--- config.mk ---
export PLATFORM = sky130hd
export DESIGN_NAME = stream_record_packer
export DESIGN_NICKNAME = d
export VERILOG_FILES = /design/src/rtl/stream_codec_pkg.sv /design/src/rtl/stream_byte_aligner.sv /design/src/rtl/stream_record_packer.sv
export SDC_FILE = /design/constraint.sdc
export NUM_CORES = 2
export LEC_CHECK = 0
export BUFFER_PORTS_ARGS = -buffer_cell sky130_fd_sc_hd__buf_2
export CORE_ASPECT_RATIO = 1.1
export CORE_MARGIN = 4
export CORE_UTILIZATION = 55
export CTS_CLUSTER_SIZE = 20
export DETAILED_ROUTE_END_ITERATION = 8
export PLACE_DENSITY = 0.82
export SETUP_SLACK_MARGIN = 0.02
export SYNTH_ARGS = -nofsm -noshare
export SYNTH_HDL_FRONTEND = slang
export SYNTH_SLANG_ARGS = --single-unit
--- constraint.sdc ---
create_clock -name clk -period 34 [get_ports clk]
set_input_delay 3.4 -clock clk [delete_from_list [all_inputs] [get_ports clk]]
set_output_delay 3.4 -clock clk [all_outputs]
set_load 0.005 [all_outputs]
--- src/rtl/stream_codec_pkg.sv ---
`default_nettype none
// ============================================================================
// Module   : stream_codec_pkg
// Brief    : Shared types and constants for the record codec stream blocks.
// Revision : 1.0
// ============================================================================
package stream_codec_pkg;

   typedef logic [7:0] byte_t;

   localparam byte_t VARIABLEFIELD_DELIMITER = 8'h2c;
   localparam int    FIXEDFIELD_LENGTH_BYTES = 17;

   typedef enum logic [1:0] {
      IDLE  = 2'd0,
      EMIT  = 2'd1,
      FLUSH = 2'd2
   } packer_state_e;

endpackage
`default_nettype wire

--- src/rtl/stream_byte_aligner.sv ---
`default_nettype none
// ============================================================================
// Module   : stream_byte_aligner
// Brief    : Places the first len bytes of a record at a byte offset inside a
//            wider buffer image; bytes outside the record are driven zero.
// Revision : 1.0
// ============================================================================
module stream_byte_aligner
   import stream_codec_pkg::*;
#(
   parameter int W         = 8,
   parameter int MAX_BYTES = 34,
   parameter int DEPTH     = MAX_BYTES + W - 1,
   parameter int LEN_W     = $clog2(MAX_BYTES + 1),
   parameter int OFF_W     = $clog2(W)
) (
   input  logic [MAX_BYTES-1:0][7:0] recordIn,
   input  logic [LEN_W-1:0]          len,
   input  logic [OFF_W-1:0]          offset,
   output logic [DEPTH-1:0][7:0]     aligned
);

   byte_t [DEPTH-1:0] shifted;

   // Mask off bytes beyond len, then shift left by 1/2/4... byte stages.
   always_comb begin
      shifted = '0;
      for (int i = 0; i < MAX_BYTES; i++) begin
         if (LEN_W'(i) < len) shifted[i] = recordIn[i];
      end
      for (int s = 0; s < OFF_W; s++) begin
         if (offset[s]) shifted = shifted << (8 << s);
      end
      aligned = shifted;
   end

endmodule
`default_nettype wire

--- src/rtl/stream_record_packer.sv ---
`default_nettype none
// ============================================================================
// Module   : stream_record_packer
// Brief    : Packs variable-length aligned records back-to-back onto a
//            W-byte output stream, carrying leftover bytes into the next record.
//            Optional flush/keep/last support: STREAM_RECORD_PACKER_FLUSH_EN.
// Revision : 1.0
// ============================================================================
module stream_record_packer
   import stream_codec_pkg::*;
#(
   parameter int DATA_BUS_WIDTH_BYTES = 8,
   parameter int MAX_RECORD_BYTES     = 34
) (
   input  logic                                     clk,
   input  logic                                     reset,
   input  logic [MAX_RECORD_BYTES-1:0][7:0]         recordIn,
   input  logic [$clog2(MAX_RECORD_BYTES+1)-1:0]    recordByteLength,
   input  logic                                     recordValid,
   output logic                                     recordReady,
   output logic [DATA_BUS_WIDTH_BYTES-1:0][7:0]     dataOut,
   output logic                                     dataOutValid,
   input  logic                                     dataOutReady,
   output logic                                     lengthError
`ifdef STREAM_RECORD_PACKER_FLUSH_EN
   ,
   input  logic                                     flushIn,
   output logic [DATA_BUS_WIDTH_BYTES-1:0]          dataOutKeep,
   output logic                                     dataOutLast
`endif
);

   localparam int W     = DATA_BUS_WIDTH_BYTES;
   localparam int MAX   = MAX_RECORD_BYTES;
   localparam int DEPTH = MAX + W - 1;
   localparam int LEN_W = $clog2(MAX + 1);
   localparam int REM_W = $clog2(MAX + W);
   localparam int OFF_W = $clog2(W);

   packer_state_e           state_q, state_d;
   logic [DEPTH-1:0][7:0]   buffer_q, buffer_d;
   logic [REM_W-1:0]        rem_q, rem_d;
   logic [W-1:0][7:0]       data_q, data_d;
   logic                    valid_q, valid_d;
   logic                    ready_q, ready_d;
   logic                    err_q, err_d;

   logic [LEN_W-1:0]        len_c;
   logic [REM_W-1:0]        total;
   logic [DEPTH-1:0][7:0]   aligned;
   logic                    accept;

`ifdef STREAM_RECORD_PACKER_FLUSH_EN
   logic [W-1:0]            keep_q, keep_d;
   logic                    last_q, last_d;
   logic                    flush_pend_q, flush_pend_d;
   logic                    flush_clr;
`endif

   assign len_c  = (recordByteLength > LEN_W'(MAX)) ? LEN_W'(MAX) : recordByteLength;
   assign total  = rem_q + REM_W'(len_c);
   assign accept = recordValid && ready_q;

   stream_byte_aligner #(
      .W         (W),
      .MAX_BYTES (MAX),
      .DEPTH     (DEPTH),
      .LEN_W     (LEN_W),
      .OFF_W     (OFF_W)
   ) u_aligner (
      .recordIn (recordIn),
      .len      (len_c),
      .offset   (rem_q[OFF_W-1:0]),
      .aligned  (aligned)
   );

   always_comb begin
      state_d  = state_q;
      buffer_d = buffer_q;
      rem_d    = rem_q;
      data_d   = data_q;
      valid_d  = valid_q;
      ready_d  = ready_q;
      err_d    = err_q | (accept && (recordByteLength > LEN_W'(MAX)));
`ifdef STREAM_RECORD_PACKER_FLUSH_EN
      keep_d    = keep_q;
      last_d    = last_q;
      flush_clr = 1'b0;
`endif
      case (state_q)
         IDLE: begin
            ready_d = 1'b1;
            if (accept) begin
               // Bytes above the residue are always zero, so OR merges the record in.
               buffer_d = buffer_q | aligned;
               rem_d    = total;
               if (total >= REM_W'(W)) begin
                  state_d = EMIT;
                  valid_d = 1'b1;
                  data_d  = buffer_d[W-1:0];
                  ready_d = 1'b0;
`ifdef STREAM_RECORD_PACKER_FLUSH_EN
                  keep_d  = '1;
                  last_d  = 1'b0;
`endif
               end
            end
`ifdef STREAM_RECORD_PACKER_FLUSH_EN
            else if (flush_pend_q) begin
               flush_clr = 1'b1;
               if (rem_q != '0) begin
                  state_d = FLUSH;
                  valid_d = 1'b1;
                  data_d  = buffer_q[W-1:0];
                  ready_d = 1'b0;
                  last_d  = 1'b1;
                  for (int i = 0; i < W; i++) keep_d[i] = (REM_W'(i) < rem_q);
               end
            end
`endif
         end
         EMIT: begin
            if (valid_q && dataOutReady) begin
               buffer_d = buffer_q >> (8 * W);
               rem_d    = rem_q - REM_W'(W);
               if (rem_d >= REM_W'(W)) begin
                  data_d = buffer_d[W-1:0];
               end else begin
                  state_d = IDLE;
                  valid_d = 1'b0;
                  data_d  = '0;
                  ready_d = 1'b1;
`ifdef STREAM_RECORD_PACKER_FLUSH_EN
                  keep_d  = '0;
`endif
               end
            end
         end
`ifdef STREAM_RECORD_PACKER_FLUSH_EN
         FLUSH: begin
            if (valid_q && dataOutReady) begin
               state_d  = IDLE;
               buffer_d = '0;
               rem_d    = '0;
               valid_d  = 1'b0;
               data_d   = '0;
               keep_d   = '0;
               last_d   = 1'b0;
               ready_d  = 1'b1;
            end
         end
`endif
         default: state_d = IDLE;
      endcase
   end

`ifdef STREAM_RECORD_PACKER_FLUSH_EN
   assign flush_pend_d = (flush_pend_q & ~flush_clr) | flushIn;

   always_ff @(posedge clk or posedge reset) begin
      if (reset) begin
         keep_q       <= '0;
         last_q       <= 1'b0;
         flush_pend_q <= 1'b0;
      end else begin
         keep_q       <= keep_d;
         last_q       <= last_d;
         flush_pend_q <= flush_pend_d;
      end
   end

   assign dataOutKeep = keep_q;
   assign dataOutLast = last_q;
`endif

   always_ff @(posedge clk or posedge reset) begin
      if (reset) begin
         state_q  <= IDLE;
         buffer_q <= '0;
         rem_q    <= '0;
         data_q   <= '0;
         valid_q  <= 1'b0;
         ready_q  <= 1'b0;
         err_q    <= 1'b0;
      end else begin
         state_q  <= state_d;
         buffer_q <= buffer_d;
         rem_q    <= rem_d;
         data_q   <= data_d;
         valid_q  <= valid_d;
         ready_q  <= ready_d;
         err_q    <= err_d;
      end
   end

   assign recordReady  = ready_q;
   assign dataOut      = data_q;
   assign dataOutValid = valid_q;
   assign lengthError  = err_q;

endmodule
`default_nettype wire
==> impl_results.md <==
* Routed vias/inst at 7.38
* Setup Skew at 0.0174 ns
* Post-cts resize count at 0
* Main area contributors after synthesis: dfrtp_1 (35%), nand2_1 (5.8%), mux2i_1 (5.5%)
* RSZ-0062 raised after global routing: no
* Max transition margin at 4.56%
* Final setup fails at 0
* Initial antenna violation count at 5
* Setup bufs post-CTS at 0
* Clock root cell: clkbuf_16
* Gr usage total at 44.5%
* Crit path arrival time at 7.71 ns
* Number of clock sinks at 401
* Cell Area, Synth at 28700 µm²
* Die X at 226 µm
* Commonest non-fill, non-tap cell in the layout: nand2_1
* Yosys top cell by area: dfrtp_1
* CP dominant cell by count: inv_1
* Syn Nets at 3740
* Worst Tran Pin Value at 1.43 ns
* RR Startpoint: dataOutValid
* Hold Crit Class: reg -> reg
* Crit-path leading delay family: buffers and inverters
* Final hold vios at 0
* Max H-tree Level at 2
* I/O pin count at 349
* Vias at 31600
* Max stage delay on crit path at 0.75 ns
* Area growth, synth to finish at 11.4%
* Post-DP HPWL at 92400 µm
* Dpl cells at 4194
* Max-Cap Viols at 0
* Worst setup path end: dataOut[4]
* WP depth at 15
* EDFF count, synth at 0
* Most frequent cells in the layout: nand2_1 (444), nor2_1 (412), dfrtp_1 (397)
* Port bufs at 348
* Row cnt at 87
* DIE AREA at 56000 µm²
* Clock transition at path regs at 0.06 ns
* Peak VDD IR at 0.0793 mV
* Setup_tns at 0 ns
* Top cell type's share of synthesized area at 34.9%
* Share of cells above drive strength 1 at 18.6%
* DRT Pass-1 Iters at 9
* Detailed Route WL at 130000 µm
* Layout Nets at 3862
* Leakage at 13.8 nW
* P per Cell Area at 109 nW/µm²
* Synth warn at 0
* Nature of the critical path endpoint: register
* Post-Layout Cell Count at 4282
* TritonCTS clock tree: built
* Post-synthesis register bit count at 401
* CP startpoint: recordByteLength[3]
* Worst Hold Launch: buffer_q[61]
* Vias in the first global route at 28500
* Crit path max-delay cell type: buf_4
* Clock tree buffer depth at 3
* R2r setup slk at 29.01 ns
* Antenna Violating Nets Remaining at 0
* Largest net degree at the start of global routing at 201
* Reg-to-Reg End: buffer_q[215]
* GP Congestion at 1.10
* Starting density of the core at 55.8%
* Status: finished, violations left
* First-pass GRT wire length at 188000 µm
* Core Footprint at 51500 µm²
* Clk_lat worst skew at 0.61 ns
* CTS Hold Bufs at 0
* Syn Area/Cell at 8.33 µm²
* DRC Markers at 5
* Final Cycle Share at 21.2%
* Worst EP required at 34.49 ns
* Async S/R FF share, synth at 100%
* CP Max Fanout at 47
* Starting DRT DRC Count at 5865
* Post-synthesis sequential area ratio at 34.9%
* Yosys cell types at 85
* Total grt overflow at 0
* CP Launch Type: input pin
* Final Max Tran Viols at 0
* Mapped Cells at 3453
* Cts bufs inserted at 46
* Critical path type: in -> reg
* FMAX at 138 MHz
* Reg2Reg Depth at 8
* Tmin final at 7.22 ns
* DIE HEIGHT at 248 µm
* DR WL/cell at 30.4 µm
* Failing checks: design-rule violations
* WP buf/inv at 4
* CP cell instances: buf_2, or3_1, o21ai_0, and2_1, ha_1, inv_1, fa_1, inv_1, maj3_2, xnor2_1, a31o_1, o22ai_1, a211o_4, buf_4, mux2_2
* Dominant synthesized flop cell: dfrtp_1
-- logic make-up after synthesis --
logic type / Yosys count / share of synthesized area, %
multiplexers: 303 / 13.1
XOR/XNOR: 10 / 0.305
AND/OR/NAND/NOR: 1192 / 18.0
adder cells (fa/ha/maj): 8 / 0.357
AO/OA/AOI/OAI: 1157 / 27.7
flip-flops: 401 / 34.9
buffers and inverters: 382 / 5.69
-- through the flow --
step                setup WS (ns)  hold slack, ns  utilization, %  instance area [µm²]  total power (W)
finish                      26.78           0.481            62.2                32000          0.00350
global route                26.52           0.496            62.2                32000          0.00364
CTS                         26.90           0.482            62.2                32000          0.00340
detailed placement          26.29           0.469            59.1                30400          0.00286
global placement            26.40           0.461            59.1                30400          0.00281
floorplan                   19.45           0.444               -                28700          0.00225
-- state kept, by name, summed over array words and instances, names as in the netlist --
name	count
recordReady	1
dataOutValid	1
dataOut	64
lengthError	1
rem_q	6
buffer_q	328
-- cell type report --
class / instances / area (µm²)
Timing Repair Buffer: 394 / 2160
Clock buffer: 71 / 1400
Antenna cell: 4 / 10.0
Inverter: 62 / 246
Tap cell: 667 / 835
Sequential cell: 401 / 10000
Multi-Input combinational cell: 2670 / 17100
Fill cell: 4551 / 19500
Clock inverter: 13 / 171
-- cell usage after synthesis, drive strengths merged (43+ instances only) --
master	instances
inv	62
nand3	97
a22o	105
o21ai	223
dfrtp	401
clkbuf	197
mux2	109
a2111oi	55
a31oi	97
nor2	418
o22a	44
nand2	447
mux2i	158
nor3	83
a21oi	207
o211ai	43
buf	123
o22ai	90
-- worst register-to-register path: cells and delay by family (launching register included) --
family                 cells  cell delay [ns]
buffers and inverters      3             2.06
and+or+nand+nor            3             1.61
DFF                        1             0.73
AOI/OAI and AO/OA          2             0.51
-- worst min-delay path by stage --
stage,to,cells after the start
finish,buffer_q[61],1
global route,buffer_q[61],1
CTS,buffer_q[309],2
detailed placement,buffer_q[298],2
global placement,buffer_q[56],1
floorplan,buffer_q[298],2
-- layer usage --
| metal | track usage (%) | part of all wire (%) |
|---|---|---|
| met5 | 0 | 0.010 |
| met4 | 33.7 | 9.9 |
| met3 | 13.0 | 16 |
| met2 | 62.1 | 40 |
| met1 | 58.1 | 35 |
-- report_power, final --
group	switching [W]	total [W]	internal, W
registers	0.000253	0.000957	0.000704
logic	0.00126	0.00201	0.000753
clock network	0.000220	0.000533	0.000313
Note: power is estimated with default switching activity, not from simulation.
